$ cat src/rtl/mem_port_arbiter.sv
// Shared memory-port arbiter for a fetch requester and a data requester.
// One transaction is outstanding at a time. Data normally wins, but fetch is
// forced through after MAX_DSTREAK back-to-back data grants made while it waited.
// Every completion passes through a one-cycle ACK state so that a request line
// still high during its ack is not granted a second time.

module mem_port_arbiter #(
  parameter int unsigned MAX_DSTREAK = 4
) (
  input  logic        clk,
  input  logic        rst,
  // Fetch requester
  input  logic        if_req,
  input  logic [31:0] if_addr,
  output logic        if_ack,
  output logic [31:0] if_rdata,
  output logic        if_stall,
  // Data requester
  input  logic        d_req,
  input  logic        d_we,
  input  logic [31:0] d_addr,
  input  logic [31:0] d_wdata,
  output logic        d_ack,
  output logic [31:0] d_rdata,
  output logic        d_stall,
  // Shared memory port
  output logic        mem_req,
  output logic        mem_we,
  output logic [31:0] mem_addr,
  output logic [31:0] mem_wdata,
  input  logic [31:0] mem_rdata,
  input  logic        mem_ready
);

  typedef enum logic [1:0] {
    StIdle,
    StBusyI,
    StBusyD,
    StAck
  } state_e;

  localparam logic [3:0] MaxStreak = 4'(MAX_DSTREAK);

  state_e      state_q, state_d;
  logic [3:0]  dstreak_q, dstreak_d;
  logic        win_d_q;      // 1 while the data requester owns the transaction
  logic        grant_i;
  logic        grant_d;
  logic        mem_done;

  logic        mem_req_q;
  logic        mem_we_q;
  logic [31:0] mem_addr_q;
  logic [31:0] mem_wdata_q;
  logic [31:0] if_rdata_q;
  logic [31:0] d_rdata_q;

  // Arbitration: data first, unless fetch has been passed over MAX_DSTREAK times.
  always_comb begin
    grant_i = 1'b0;
    grant_d = 1'b0;
    if (state_q == StIdle) begin
      if (d_req && !(if_req && (dstreak_q == MaxStreak))) begin
        grant_d = 1'b1;
      end else if (if_req) begin
        grant_i = 1'b1;
      end
    end
  end

  // mem_ready only means something while a transaction is outstanding.
  always_comb begin
    mem_done = 1'b0;
    if ((state_q == StBusyI) || (state_q == StBusyD)) begin
      mem_done = mem_ready;
    end
  end

  // State register.
  always_ff @(posedge clk or posedge rst) begin
    if (rst) begin
      state_q <= StIdle;
    end else begin
      state_q <= state_d;
    end
  end

  // Next-state logic.
  always_comb begin
    state_d = state_q;
    unique case (state_q)
      StIdle: begin
        if (grant_d) begin
          state_d = StBusyD;
        end else if (grant_i) begin
          state_d = StBusyI;
        end
      end
      StBusyI, StBusyD: begin
        if (mem_done) begin
          state_d = StAck;
        end
      end
      StAck:   state_d = StIdle;
      default: state_d = StIdle;
    endcase
  end

  // Outputs decoded from state: ack pulses and hazard stalls.
  always_comb begin
    if_ack   = 1'b0;
    d_ack    = 1'b0;
    if (state_q == StAck) begin
      if_ack = ~win_d_q;
      d_ack  = win_d_q;
    end
    if_stall = if_req & ~if_ack;
    d_stall  = d_req & ~d_ack;
  end

  // Starvation counter: counts data grants that made a waiting fetch wait longer.
  always_comb begin
    dstreak_d = dstreak_q;
    if (grant_i) begin
      dstreak_d = 4'd0;
    end else if (grant_d) begin
      if (!if_req) begin
        dstreak_d = 4'd0;
      end else if (dstreak_q != MaxStreak) begin
        dstreak_d = dstreak_q + 4'd1;
      end
    end
  end

  // Starvation counter register.
  always_ff @(posedge clk or posedge rst) begin
    if (rst) begin
      dstreak_q <= 4'd0;
    end else begin
      dstreak_q <= dstreak_d;
    end
  end

  // Memory-port request and attributes: latched on grant, held until mem_ready.
  always_ff @(posedge clk or posedge rst) begin
    if (rst) begin
      mem_req_q   <= 1'b0;
      mem_we_q    <= 1'b0;
      mem_addr_q  <= 32'd0;
      mem_wdata_q <= 32'd0;
      win_d_q     <= 1'b0;
    end else begin
      if (grant_d) begin
        mem_req_q   <= 1'b1;
        mem_we_q    <= d_we;
        mem_addr_q  <= d_addr;
        mem_wdata_q <= d_wdata;
        win_d_q     <= 1'b1;
      end else if (grant_i) begin
        mem_req_q   <= 1'b1;
        mem_we_q    <= 1'b0;
        mem_addr_q  <= if_addr;
        mem_wdata_q <= 32'd0;
        win_d_q     <= 1'b0;
      end else if (mem_done) begin
        mem_req_q <= 1'b0;
      end
    end
  end

  // Read-data capture: only the winner's register, only for reads.
  always_ff @(posedge clk or posedge rst) begin
    if (rst) begin
      if_rdata_q <= 32'd0;
      d_rdata_q  <= 32'd0;
    end else if (mem_done && !mem_we_q) begin
      if (win_d_q) begin
        d_rdata_q <= mem_rdata;
      end else begin
        if_rdata_q <= mem_rdata;
      end
    end
  end

  assign mem_req   = mem_req_q;
  assign mem_we    = mem_we_q;
  assign mem_addr  = mem_addr_q;
  assign mem_wdata = mem_wdata_q;
  assign if_rdata  = if_rdata_q;
  assign d_rdata   = d_rdata_q;

endmodule

$ cat config.mk
export PLATFORM = sky130hd
export DESIGN_NAME = mem_port_arbiter
export DESIGN_NICKNAME = d
export VERILOG_FILES = /design/src/rtl/mem_port_arbiter.sv
export SDC_FILE = /design/constraint.sdc
export NUM_CORES = 1
export LEC_CHECK = 0
export CAP_MARGIN = 40
export CORE_MARGIN = 8
export CORE_UTILIZATION = 36
export DETAILED_ROUTE_END_ITERATION = 8
export PLACE_DENSITY = 0.84
export SETUP_SLACK_MARGIN = 0.3
export SLEW_MARGIN = 10
export SYNTH_ARGS = -nofsm -noshare
export SYNTH_HDL_FRONTEND = slang
export SYNTH_SLANG_ARGS = --single-unit
$ cat constraint.sdc
create_clock -name clk -period 4.4 [get_ports clk]
set_input_delay 0.88 -clock clk [delete_from_list [all_inputs] [get_ports clk]]
set_output_delay 0.88 -clock clk [all_outputs]
set_load 0.02 [all_outputs]
==> qor.yml <==
outcome:
  status: "completed"
layout:
  drive_gt1_share_pct: 7.59
  final_cell_area_mm2: 0.00899
  n_fill_cell: 1117
  fin_nets: 784
  antenna_cells: 0
  instances_no_fill: 847
  area_growth_pct: 65.9
  post-route-util_pct: 60.0
synthesis:
  ys_async_sr_fraction_pct: 100
  synth_adder_area_share_pct: 0.924
  ys_seq_area_share_pct: 63.3
  synth-compound-area-share_pct: 12.2
  synth_edf_count: 0
  ys_warn_count: 0
  syn-instance-count: 375
  synth_nets: 513
  synth-simple-area-share_pct: 6.35
  yosys.cell_types.count: 30
  synth_top_family_by_area: "multiplexers"
  avgSynthCellArea_um2: 14.4
  synth-main-ff-cell: "dfrtp_1"
  synthMuxAreaShare_pct: 14.8
  synth_xor_area_share_pct: 0
  synth.cell_area_mm2: 0.00542
  ys_seq_elements: 137
clock_tree:
  cts_tree: "built"
  cts_buffers: 17
  htreeDepth: 4
  cts_buffer_depth: 2
  cts_sinks: 137
  clk_latency_ns: 0.41
  post_cts_resized: 0
  post_cts_buffers: 0
  ctsHoldBuffers: 0
  root_buffer: "clkbuf_16"
  clk_pin_slew_ns: 0.05
timing:
  fmaxAchievable_ghz: 0.304
  fin_crit_ns: 3.29
  finalSetupViolations: 0
  tns_ns: 0
  hold_viol: 0
  fin_skew_ns: 0.00813
  setup_slack_ns: 1.11
  drv_slew: 0
  slew_headroom_pct: 48.3
  rsz0062_at_grt: "false"
  whs_ns: 0.484
  period_share_pct: 74.9
  worst_pin_slew_ns: 0.774
placed_design:
  placedInstanceArea_mm2: 0.00833
  dp_cells: 815
  dpl.hpwl_mm: 12.7
  portBuffers: 267
  gp_congestion: 0.770
  pre_cts_ws_ns: 1.10
route:
  drc_errors: 0
  first_iter_violations: 190
  wirelength_mm: 16.6
  wl_per_cell_um: 19.5
  antenna_violating_nets_post_route: 0
  dr.pass1.iters: 4
  avgViaCountPerCell: 4.97
  num_vias: 4210
global_route:
  use_met1_pct: 20.4
  use_met3_pct: 7.85
  grt-ovfl-total: 0
  grt_pass1_wl_mm: 26.3
  track_usage_pct: 17.3
  grt_pass1_vias: 4725
  antenna_found_initial: 1
  use_met2_pct: 27.3
  busiest_layer: "met2"
  grt_max_degree: 66
critical_path:
  arrival_ns: 2.41
  cp-start-kind: "input port"
  path_class: "input port to output port"
  slowest_delay_ns: 0.70
  critPathSlowestCell: "clkdlybuf4s50_1"
  end_kind: "output port"
  cp_max_fo: 9
  path_cells: "clkdlybuf4s50_1 -> nor2b_1 -> clkdlybuf4s50_1"
  critical-path-top-delay-family: "buffers and inverters"
  crit_required_ns: 3.52
  path_buf_inv: 2
  cpMostUsedCell: "clkdlybuf4s50_1"
power:
  power_density_mw_per_mm2: 790
  leakagePower_nw: 3.84
  p_total_mw: 7.10
  ir_drop_mv: 0.341
floorplan:
  die_w_um: 139
  coreArea_mm2: 0.0150
  initial_core_util_pct: 36.2
  die_y_um: 139
  rows: 45
  dieArea_mm2: 0.0192
  boundaryPins: 268
flow_run:
  maxCapViolations: 0
hold_path:
  min_path_type: "flop to flop"
==> flip-flops by register name (all words and copies together) (netlist names) <==
| name | count |
|---|---|
| d_rdata | 32 |
| if_rdata | 32 |
| mem_addr | 32 |
| mem_wdata | 32 |
| dstreak_q | 4 |
| state_q | 2 |
| mem_req | 1 |
| mem_we | 1 |
| win_d_q | 1 |
==> cell usage after synthesis, types with 4 or more instances <==
library cell | n | area share, %
a21oi_1 | 4 | 0.37
a221o_1 | 29 | 5.4
a22o_1 | 33 | 5.3
and2_1 | 30 | 3.5
buf_2 | 16 | 1.5
clkbuf_1 | 8 | 0.55
dfrtp_1 | 137 | 63
ha_1 | 4 | 0.92
inv_1 | 6 | 0.42
mux2_1 | 67 | 14
mux2_2 | 4 | 0.83
nand2_1 | 10 | 0.69
==> path summary, 6_finish.rpt <==
kind / startpoint / slack (ns) / end / depth (start not counted)
worst min-delay path: mem_req / 0.48 / mem_req / 2
worst min register to register: mem_req / 0.48 / mem_req / 2
worst max-delay path: d_req / 1.11 / d_stall / 3
worst max register to register: state_q[0] / 2.30 / mem_addr[10] / 6
max in group asynchronous: rst / 2.49 / mem_addr[9] / 3
min in group asynchronous: rst / 0.97 / d_rdata[29] / 2
==> placed cells by master (no fill, tap or decap), drive strengths merged, types with 4 or more instances in the layout <==
master | synthesis | final
mux2 | 71 | 71
clkdlybuf4s50 | 0 | 267
inv | 6 | 7
a221o | 29 | 29
dfrtp | 137 | 137
a22o | 33 | 33
clkbuf | 8 | 23
nand2 | 10 | 10
buf | 17 | 10
bufinv | 0 | 4
ha | 4 | 4
a21oi | 4 | 4
and2 | 30 | 30
==> worst min-delay path, cell delays in order (launching register included) <==
cell and delay [ns]:
dfrtp_1 0.35, nand2_1 0.05, nand2_1 0.05
==> cell families (layout without fill, tap and decap cells) <==
family / count (synthesis) / in the layout
buf+inv: 31 / 315
fa+ha+maj: 4 / 4
mux: 71 / 71
simple gates: 58 / 58
flops: 137 / 137
compound gates: 74 / 74
==> layout make-up <==
cell class / count / area, um^2 / area share, %
inverter: 6 / 26.3 / 0.292
clock inverter: 9 / 159 / 1.77
clock buffer: 23 / 498 / 5.54
tap: 188 / 235 / 2.62
multi-input combinational: 207 / 1880 / 20.9
timing repair buffer: 277 / 2760 / 30.7
sequential: 137 / 3430 / 38.1
==> routing by layer <==
layer  part of all wire [%]  routed length, um
met4                    1.7                282
met2                     47               7720
met5                  0.079                 13
met1                     42               6980
met3                    9.5               1570
==> report_power, final <==
part           switching (mW)  internal (mW)
combinational            1.62           1.70
clock                   0.517           1.03
sequential              0.363           1.87
total                    2.50           4.59
(Power assumes the default switching activity.)
